==> config.mk <==
export PLATFORM = sky130hd
export DESIGN_NAME = mem_access_ctrl
export DESIGN_NICKNAME = d
export VERILOG_FILES = /design/src/rtl/mem_ctrl_pkg.sv /design/src/rtl/mem_timeout_cnt.sv /design/src/rtl/mem_access_ctrl.sv
export SDC_FILE = /design/constraint.sdc
export NUM_CORES = 1
export LEC_CHECK = 0
export ABC_AREA = 1
export CAP_MARGIN = 5
export CORE_ASPECT_RATIO = 0.9
export CORE_MARGIN = 4
export CORE_UTILIZATION = 40
export DETAILED_ROUTE_END_ITERATION = 10
export GPL_TIMING_DRIVEN = 0
export PLACE_DENSITY = 0.79
export SLEW_MARGIN = 0
export SYNTH_ARGS = -nofsm -noshare
export SYNTH_HDL_FRONTEND = slang
export SYNTH_HIERARCHICAL = 1
export SYNTH_SLANG_ARGS = --single-unit
==> constraint.sdc <==
create_clock -name clk -period 2.5 [get_ports clk]
set_input_delay 0.5 -clock clk [delete_from_list [all_inputs] [get_ports clk]]
set_output_delay 0.5 -clock clk [all_outputs]
set_load 0.02 [all_outputs]
==> src/rtl/mem_ctrl_pkg.sv <==
// Shared types and constants for the data-memory access controller and its
// timeout counter.
package mem_ctrl_pkg;

   localparam int ADDR_W_DEF = 16;
   localparam int DATA_W_DEF = 16;
   localparam int CNT_W      = 4;

   typedef enum logic [2:0] {
      IDLE      = 3'd0,
      ISSUE     = 3'd1,
      WAIT_DROP = 3'd2,
      WAIT_RISE = 3'd3,
      RESP      = 3'd4
   } state_e;

   function automatic logic is_wait(input state_e s);
      return (s == WAIT_DROP) || (s == WAIT_RISE);
   endfunction

endpackage

==> src/rtl/mem_timeout_cnt.sv <==
// Saturating watchdog counter for the mem_ready handshake; raises reached on
// the enabled cycle whose increment lands on TIMEOUT.
module mem_timeout_cnt
   import mem_ctrl_pkg::*;
#(
   parameter int TIMEOUT = 8
) (
   input  logic clk,
   input  logic rst,
   input  logic clr,
   input  logic en,
   output logic reached
);

   localparam logic [CNT_W-1:0] LIMIT = CNT_W'(TIMEOUT);

   logic [CNT_W-1:0] cnt_q;
   logic [CNT_W-1:0] cnt_d;

   always_comb begin
      cnt_d = cnt_q;
      if (clr) begin
         cnt_d = '0;
      end else if (en && (cnt_q != LIMIT)) begin
         cnt_d = cnt_q + 1'b1;
      end
   end

   always_ff @(posedge clk or posedge rst) begin
      if (rst) begin
         cnt_q <= '0;
      end else begin
         cnt_q <= cnt_d;
      end
   end

   // Looking one count ahead lets the FSM leave on the very edge the limit is hit,
   // so a stuck memory costs exactly TIMEOUT wait cycles.
   assign reached = en && (cnt_q >= (LIMIT - 1'b1));

endmodule

==> src/rtl/mem_access_ctrl.sv <==
// Bus master between the stack core and the 16-bit data memory: one request at
// a time, tracks the memory's ready drop/rise and returns a one-cycle response.
module mem_access_ctrl
   import mem_ctrl_pkg::*;
#(
   parameter int ADDR_W  = ADDR_W_DEF,
   parameter int DATA_W  = DATA_W_DEF,
   parameter int TIMEOUT = 8
) (
   input  logic              clk,
   input  logic              rst,
   input  logic              req_valid,
   output logic              req_ready,
   input  logic              req_we,
   input  logic [ADDR_W-1:0] req_addr,
   input  logic [DATA_W-1:0] req_wdata,
   output logic              rsp_valid,
   output logic [DATA_W-1:0] rsp_rdata,
   output logic              rsp_err,
   output logic              busy,
   output logic              mem_w,
   output logic [ADDR_W-1:0] mem_addr,
   output logic [DATA_W-1:0] mem_wdata,
   input  logic [DATA_W-1:0] mem_rdata,
   input  logic              mem_ready
);

   state_e            state_q;
   state_e            state_d;
   logic              mem_w_q;
   logic              mem_w_d;
   logic [ADDR_W-1:0] mem_addr_q;
   logic [ADDR_W-1:0] mem_addr_d;
   logic [DATA_W-1:0] mem_wdata_q;
   logic [DATA_W-1:0] mem_wdata_d;
   logic              rsp_valid_q;
   logic              rsp_valid_d;
   logic              rsp_err_q;
   logic              rsp_err_d;
   logic [DATA_W-1:0] rsp_rdata_q;
   logic [DATA_W-1:0] rsp_rdata_d;

   logic              cnt_en;
   logic              cnt_clr;
   logic              cnt_reached;

   // The counter only runs while the memory has not yet made the expected move.
   assign cnt_en  = ((state_q == WAIT_DROP) &&  mem_ready) ||
                    ((state_q == WAIT_RISE) && !mem_ready);
   assign cnt_clr = !is_wait(state_d);

   mem_timeout_cnt #(
      .TIMEOUT (TIMEOUT)
   ) u_timeout (
      .clk     (clk),
      .rst     (rst),
      .clr     (cnt_clr),
      .en      (cnt_en),
      .reached (cnt_reached)
   );

   always_comb begin
      state_d     = state_q;
      mem_w_d     = mem_w_q;
      mem_addr_d  = mem_addr_q;
      mem_wdata_d = mem_wdata_q;
      rsp_valid_d = 1'b0;
      rsp_err_d   = rsp_err_q;
      rsp_rdata_d = rsp_rdata_q;

      case (state_q)
         IDLE: begin
            if (req_valid) begin
               mem_addr_d  = req_addr;
               mem_wdata_d = req_wdata;
               // A read of the held address gets no ready drop from the memory.
               if (req_we || (req_addr != mem_addr_q)) begin
                  mem_w_d = req_we;
                  state_d = ISSUE;
               end else begin
                  mem_w_d = 1'b0;
                  state_d = WAIT_RISE;
               end
            end
         end

         ISSUE: begin
            mem_w_d = 1'b0;
            state_d = WAIT_DROP;
         end

         WAIT_DROP: begin
            if (!mem_ready) begin
               state_d = WAIT_RISE;
            end else if (cnt_reached) begin
               state_d     = RESP;
               rsp_valid_d = 1'b1;
               rsp_err_d   = 1'b1;
               rsp_rdata_d = '0;
            end
         end

         WAIT_RISE: begin
            if (mem_ready) begin
               state_d     = RESP;
               rsp_valid_d = 1'b1;
               rsp_err_d   = 1'b0;
               rsp_rdata_d = mem_rdata;
            end else if (cnt_reached) begin
               state_d     = RESP;
               rsp_valid_d = 1'b1;
               rsp_err_d   = 1'b1;
               rsp_rdata_d = '0;
            end
         end

         RESP: begin
            state_d = IDLE;
         end

         default: begin
            state_d = IDLE;
         end
      endcase
   end

   always_ff @(posedge clk or posedge rst) begin
      if (rst) begin
         state_q     <= IDLE;
         mem_w_q     <= 1'b0;
         mem_addr_q  <= '0;
         mem_wdata_q <= '0;
         rsp_valid_q <= 1'b0;
         rsp_err_q   <= 1'b0;
         rsp_rdata_q <= '0;
      end else begin
         state_q     <= state_d;
         mem_w_q     <= mem_w_d;
         mem_addr_q  <= mem_addr_d;
         mem_wdata_q <= mem_wdata_d;
         rsp_valid_q <= rsp_valid_d;
         rsp_err_q   <= rsp_err_d;
         rsp_rdata_q <= rsp_rdata_d;
      end
   end

   assign req_ready = (state_q == IDLE);
   assign busy      = (state_q != IDLE);
   assign rsp_valid = rsp_valid_q;
   assign rsp_err   = rsp_err_q;
   assign rsp_rdata = rsp_rdata_q;
   assign mem_w     = mem_w_q;
   assign mem_addr  = mem_addr_q;
   assign mem_wdata = mem_wdata_q;

endmodule
## Yosys cells after proc, flatten, opt, wreduce, memory -nomap -nowiden

Cells that the tools add are included.

- Shift-type cells: 0
- Equality and inequality tests: 10
- Order comparisons: 1
- Multiply operators: 0
- Add/subtract/negate cells: 1
- Bitwise operators: 0
- Mux-type cells: 23
- Divide/modulo/power cells: 0
- Reductions and logical operators: 15

Operators with widths:

| kind | number |
|---|---|
| two-way mux 16 bit | 3 |
| case mux 16 bit (2 select lines) | 1 |
| != test 16 bit | 1 |
| equality test 3 x 2 -> 1 bit, second input constant | 4 |
| two-way mux 3 bit | 4 |
| case mux 3 bit (4 select lines) | 1 |
| two-way mux 1 bit | 8 |
| two-way mux 4 bit | 2 |
| case mux 1 bit (2 select lines) | 3 |
| AND reduction 2 bit | 3 |
| adder 4 x 1 -> 4 bit, second input constant | 1 |
| greater-or-equal comparator 4 x 3 -> 1 bit, second input constant | 1 |
| logical AND 1 bit | 4 |
| != test 2 bit, second input constant | 2 |
| != test 4 bit, second input constant | 1 |
| nonzero test 2 bit | 2 |
| equality test 3 x 1 -> 1 bit, second input constant | 1 |
| zero test 3 bit | 1 |
| logical OR 1 bit | 3 |
| nonzero test 3 bit | 1 |
| two-way mux 2 bit | 1 |
| != test 2 x 1 -> 1 bit, second input constant | 1 |
| zero test 1 bit | 1 |

- Word-level logic and storage cells: 58
- Memories kept: 0
- Memory bits (writable): 0
- Latch bits: 0
- Bits in read-only memories: 0
- Register bits: 58

## Longest topological paths before layout

- Word-level depth: 10
- Depth in mapped cells: 17
- Depth with buffers taken out: 17

## By module

The synthesis kept the hierarchy.

Modules (own cells, without submodules):

| module | cells an instance | times used | area each (um^2) |
|---|---|---|---|
| mem_access_ctrl | 314 | 1 | 2478.6 |
| mem_timeout_cnt | 37 | 1 | 272.8 |

## Worst setup path after synthesis

Ideal clock, no wire load.

- Path type: register to register
- Start point: register state_q[2]
- End point: register u_timeout.cnt_q[0]
- Setup slack: 0.088 ns
- Cell stages (with the launch flop): 18
- Data arrival time: 2.294 ns
- Cells stage by stage: dfrtp_1 -> inv_1 -> nand2_2 -> nor2_1 -> inv_2 -> o21ai_0 -> a21boi_0 -> inv_1 -> nand2_1 -> inv_1 -> o21ai_0 -> inv_1 -> a21oi_1 -> clkinv_1 -> nand2_2 -> inv_2 -> nand2_1 -> nand2_1

- Word-level cells in the longest chain between the ends: 10
- Elaborated cells on any way between the ends: 19
- Those cells by class: 6 x eq/ne; 6 x mux; 7 x reduce/logical

RTL lines:

| item | line | RTL |
|---|---|---|
| from (decl) | mem_access_ctrl.sv:28 | `state_e state_q;` |
| from (signal assigned) | mem_access_ctrl.sv:137 | `state_q <= state_d;` |
| equality test 3 x 2 -> 1 bit (on tied branches) | mem_access_ctrl.sv:48, mem_access_ctrl.sv:49 |  |
| logical AND 1 bit (on tied branches) | mem_access_ctrl.sv:48, mem_access_ctrl.sv:49 |  |
| logical OR 1 bit * | mem_access_ctrl.sv:48 | `assign cnt_en = ((state_q == WAIT_DROP) && mem_ready) \|\|` |
| named net cnt_en | mem_access_ctrl.sv:43 | `logic cnt_en;` |
| logical AND 1 bit * | mem_timeout_cnt.sv:39 | `assign reached = en && (cnt_q >= (LIMIT - 1'b1));` |
| named net cnt_reached | mem_access_ctrl.sv:45 | `logic cnt_reached;` |
| two-way mux 3 bit * | mem_access_ctrl.sv:95, mem_access_ctrl.sv:109 |  |
| two-way mux 3 bit (on tied branches) | mem_access_ctrl.sv:104, mem_access_ctrl.sv:93 |  |
| case mux 3 bit (4 select lines) * | mem_access_ctrl.sv:71 | `case (state_q)` |
| equality test 3 x 2 -> 1 bit | mem_ctrl_pkg.sv:18 | `return (s == WAIT_DROP) \|\| (s == WAIT_RISE);` |
| logical OR 1 bit * | mem_ctrl_pkg.sv:18 |  |
| != test 2 x 1 -> 1 bit (no line) or two-way mux 4 bit (tied branches) | -- |  |
| to (signal assigned) | mem_timeout_cnt.sv:33 | `cnt_q <= cnt_d;` |
| to (decl) | mem_timeout_cnt.sv:17 | `logic [CNT_W-1:0] cnt_q;` |

Mark *: on every way through the listed nets, which the timed path passes. The rest lies on a longest branch.
A chain may end at the register's enable or synchronous reset.

## Final worst setup path

- Start point: input port mem_ready
- End point: register u_timeout.cnt_q[1]

- Word-level cells in the longest chain between the ends: 10
- Elaborated cells on any way between the ends: 15
- Those cells by class: 3 x eq/ne; 5 x mux; 7 x reduce/logical

RTL lines:

| item | line | RTL |
|---|---|---|
| from (decl) | mem_access_ctrl.sv:25 | `input logic mem_ready` |
| zero test 1 bit | -- |  |
| logical AND 1 bit | mem_access_ctrl.sv:49 | `((state_q == WAIT_RISE) && !mem_ready);` |
| logical OR 1 bit * | mem_access_ctrl.sv:48 |  |
| named net cnt_en | mem_access_ctrl.sv:43 |  |
| logical AND 1 bit * | mem_timeout_cnt.sv:39 |  |
| named net cnt_reached | mem_access_ctrl.sv:45 |  |
| two-way mux 3 bit * | mem_access_ctrl.sv:95, mem_access_ctrl.sv:109 |  |
| two-way mux 3 bit (on tied branches) | mem_access_ctrl.sv:104, mem_access_ctrl.sv:93 |  |
| case mux 3 bit (4 select lines) * | mem_access_ctrl.sv:71 |  |
| equality test 3 x 2 -> 1 bit | mem_ctrl_pkg.sv:18 |  |
| logical OR 1 bit * | mem_ctrl_pkg.sv:18 |  |
| != test 2 x 1 -> 1 bit (no line) or two-way mux 4 bit (tied branches) | -- |  |

Marks and branches as above.

==> results by group <==
Status
  • Status: completed

Clocking
  • Inserted Clock Buffers: 9
  • Worst-skew pair later-pin latency: 0.33 ns
  • Clk sinks: 58
  • Clock transition at the registers of the reported paths: 0.07 ns
  • Root buf cell: clkbuf_8
  • CTS tree: yes
  • Setup Fix Bufs, Post-CTS: 0
  • Clock tree buffer depth: 2
  • H-Tree Depth: 3

Yosys
  • Net Count, Synth: 406
  • Synth unique cells: 28
  • Synth Cell Area: 2750 µm²
  • Avg Synthesized Cell Area: 7.84 µm²
  • Post-synthesis sequential area ratio: 52.8%
  • Synth warn: 6
  • Cells after Synth: 351
  • Seq cells post-synth: 58

Global routing
  • Met3 Resource Use GR: 7.38%
  • Vias in the first global route: 2583
  • Total GRT Usage: 18.3%
  • Met1 Use GR: 21.8%
  • Wire length of the first global-routing pass: 11600 µm
  • GRT met2 Usage: 30.2%
  • Initial antenna violation count: 0
  • Grt peak-use layer: met2
  • Largest net degree at the start of global routing: 35
  • Global route total overflow: 0

Drt
  • WL per Instance: 12.7 µm
  • Drt first-iter violations: 104
  • DRT antenna net count: 0
  • Vias per std cell: 4.60
  • # DRC: 0
  • First-pass detailed-route iteration total: 4
  • Vias: 2590
  • Routed WL: 7130 µm

Floorplan
  • Initial Util: 41.6%
  • FP Rows: 28
  • Die height: 86.7 µm
  • Ports: 106
  • Core area: 6620 µm²
  • Die footprint: 8270 µm²
  • Width of the die: 95.4 µm

Power
  • Total chip power: 5220 µW
  • Net load switching power: 2040 µW
  • Clock power share: 20.6%
  • Max VDD drop: 0.645 mV
  • Sw frac: 39.0%
  • Power share of the sequential group: 31.0%
  • Gate power share: 48.4%
  • Lkg Pwr: 0.00209 µW
  • Internal power: 3180 µW
  • Pwr Density: 1240 nW/µm²

Setup path
  • Crit-path most repeated cell: nand2_1
  • Worst path required time: 2.72 ns
  • Slowest CP cell: clkdlybuf4s50_1
  • Largest stage delay, worst path: 0.46 ns
  • Worst r2r path cells: 17
  • Worst path bufs/invs: 7
  • Worst setup EP type: flip-flop
  • Crit path max-delay family: buffers and inverters
  • CP arrival: 2.59 ns
  • Crit path depth: 16
  • CP Class: input pin to flip-flop
  • Crit path cell chain: clkdlybuf4s50_1 > inv_2 > nand2_1 > o21ai_2 > a21boi_4 > inv_1 > nand2_1 > inv_1 > o21ai_0 > inv_1 > a21oi_2 > clkinv_2 > nand2_2 > inv_2 > nand2_1 > nand2_1
  • CP Max Fanout: 5
  • Type of origin of the critical path: input pin

STA
  • Share of the clock period used by the worst path: 94.7%
  • Worst-Margin Slew: 0.734 ns
  • F_max: 0.422 GHz
  • Slew margin rel.: 51.0%
  • Setup TNS: 0 ns
  • Worst setup margin: 0.132 ns
  • Final setup vio count: 0
  • Crit path time final: 2.37 ns
  • Clock skew: 0.00613 ns
  • Final hold viol count: 0
  • Slew Limit Fails: 0
  • RSZ-0062 raised after global routing: false

Finish
  • FF/Latch Area: 1450 µm²
  • Layout cell share with drive strength beyond 1: 9.73%
  • Non-Filler Instances: 563
  • Synthesis-to-layout area growth: 53.2%
  • Fillers: 565
  • Final net count: 523
  • Area of the multi-input gates: 1060 µm²
  • Diode count: 0

Place
  • Buffers on Ports: 105
  • Cells after DPL: 547
  • Final HPWL DP: 5360 µm
  • Placer congestion estimate: 0.787
  • Placement Setup Slack: -0.784 ns

Hold path
  • Worst Hold Class: input pin to asynchronous set/reset pin

Job
  • Max Cap Violations: 0
## logic make-up after synthesis
group / after synthesis / share of synthesized area (%)
and+or+nand+nor: 207 / 30.9
AOI/OAI and AO/OA: 24 / 5.14
buffers and inverters: 57 / 9.37
adders and majority gates: 2 / 0.909
DFF: 58 / 52.8
xor gates and xnor gates: 3 / 0.955
## worst register-to-register path: stages (launching register included)
cell and delay, ns:
dfrtp_1 0.39, inv_1 0.07, nand2_2 0.07, nor2_1 0.13
inv_2 0.08, o21ai_2 0.18, a21boi_4 0.26, inv_1 0.06
nand2_1 0.05, inv_1 0.03, o21ai_0 0.22, inv_1 0.09
a21oi_2 0.17, clkinv_2 0.11, nand2_2 0.13, inv_2 0.05
nand2_1 0.05, nand2_1 0.06
## metal layers
metal	routed length (µm)	part of all wire, %
met5	0	0
met4	75	1.1
met3	489	6.9
met2	3530	50
met1	3030	42
## layout make-up
type                       count  area share [%]
multi-input combinational    236            25.2
clock buffer                  10            3.27
timing repair buffer         106            25.6
buffer                        10            1.93
clock inverter                 6            2.70
inverter                      47            4.22
tap                           90            2.67
sequential                    58            34.4
## power groups by stage
stage / clock network (µW) / logic, µW / registers (µW)
CTS: 1110 / 2550 / 1620
finish: 1070 / 2520 / 1620
floorplan: 0 / 896 / 2080
global route: 1150 / 2760 / 1670
detailed placement: 0 / 2530 / 1630
global placement: 0 / 2450 / 1620
## cells in the mapped netlist
cell type	n	area, µm²
a21boi_0	1	7.51
clkbuf_8	1	13.8
nand4_1	1	6.26
dfrtp_1	58	1450
nand3_1	22	110
o221ai_1	1	8.76
nor3b_1	1	7.51
buf_6	3	33.8
inv_1	41	154
nand3_2	1	10.0
buf_2	3	15.0
nand2_1	160	601
nor2_2	1	6.26
nor2_1	15	56.3
o21ai_1	1	5.00
xnor2_1	3	26.3
a2bb2oi_1	1	8.76
nor2_4	3	33.8
o21ai_0	17	85.1
inv_2	5	18.8
or2_2	1	6.26
buf_4	2	15.0
clkbuf_1	1	3.75
ha_1	2	25.0
clkinv_1	1	3.75
a21oi_1	2	10.0
nand2_2	2	12.5
o21ai_4	1	16.3
## through the flow
step / util (%) / instance area, µm² / hold slack [ns]
after floorplan: - / 2750 / 0.266
after global placement: 59.1 / 3920 / 0.456
after detailed placement: 59.5 / 3940 / 0.460
after CTS: 63.6 / 4210 / 0.393
after global routing: 63.6 / 4210 / 0.406
final: 63.6 / 4210 / 0.399
## state kept, by name (all words and copies together) (netlist names)
signal and flops:
mem_addr 16, rsp_valid 1, rsp_err 1, state_q 3
mem_w 1, mem_wdata 16, u_timeout/cnt_q 4, rsp_rdata 16
## layout by cell type, fill, tap and decap left out, types with 3 or more instances in the layout
master	count
nor2_4	3
buf_6	3
o21ai_0	16
inv_1	39
buf_2	3
inv_2	7
nand3_1	22
clkdlybuf4s50_1	105
clkbuf_8	11
bufinv_16	3
nand2_1	160
xnor2_1	3
dfrtp_1	58
nor2_1	15
## path summary, 6_finish.rpt
path	start	slack, ns	end
worst max register to register	state_q[2]	0.21	u_timeout/cnt_q[1]
min in group clk	mem_wdata[10]	0.47	mem_wdata[10]
worst max-delay path	mem_ready	0.13	u_timeout/cnt_q[1]
worst min register to register	mem_wdata[10]	0.47	mem_wdata[10]
max in group asynchronous	rst	1.30	mem_addr[8]
worst min-delay path	rst	0.40	u_timeout/cnt_q[0]
## timing repair
item	in CTS	in global routing
endpoints found under the hold margin	0	0
gates resized for setup	6	2
setup endpoints to repair	4	3
hold buffers	0	0
Note: power is estimated with default switching activity, not from simulation.
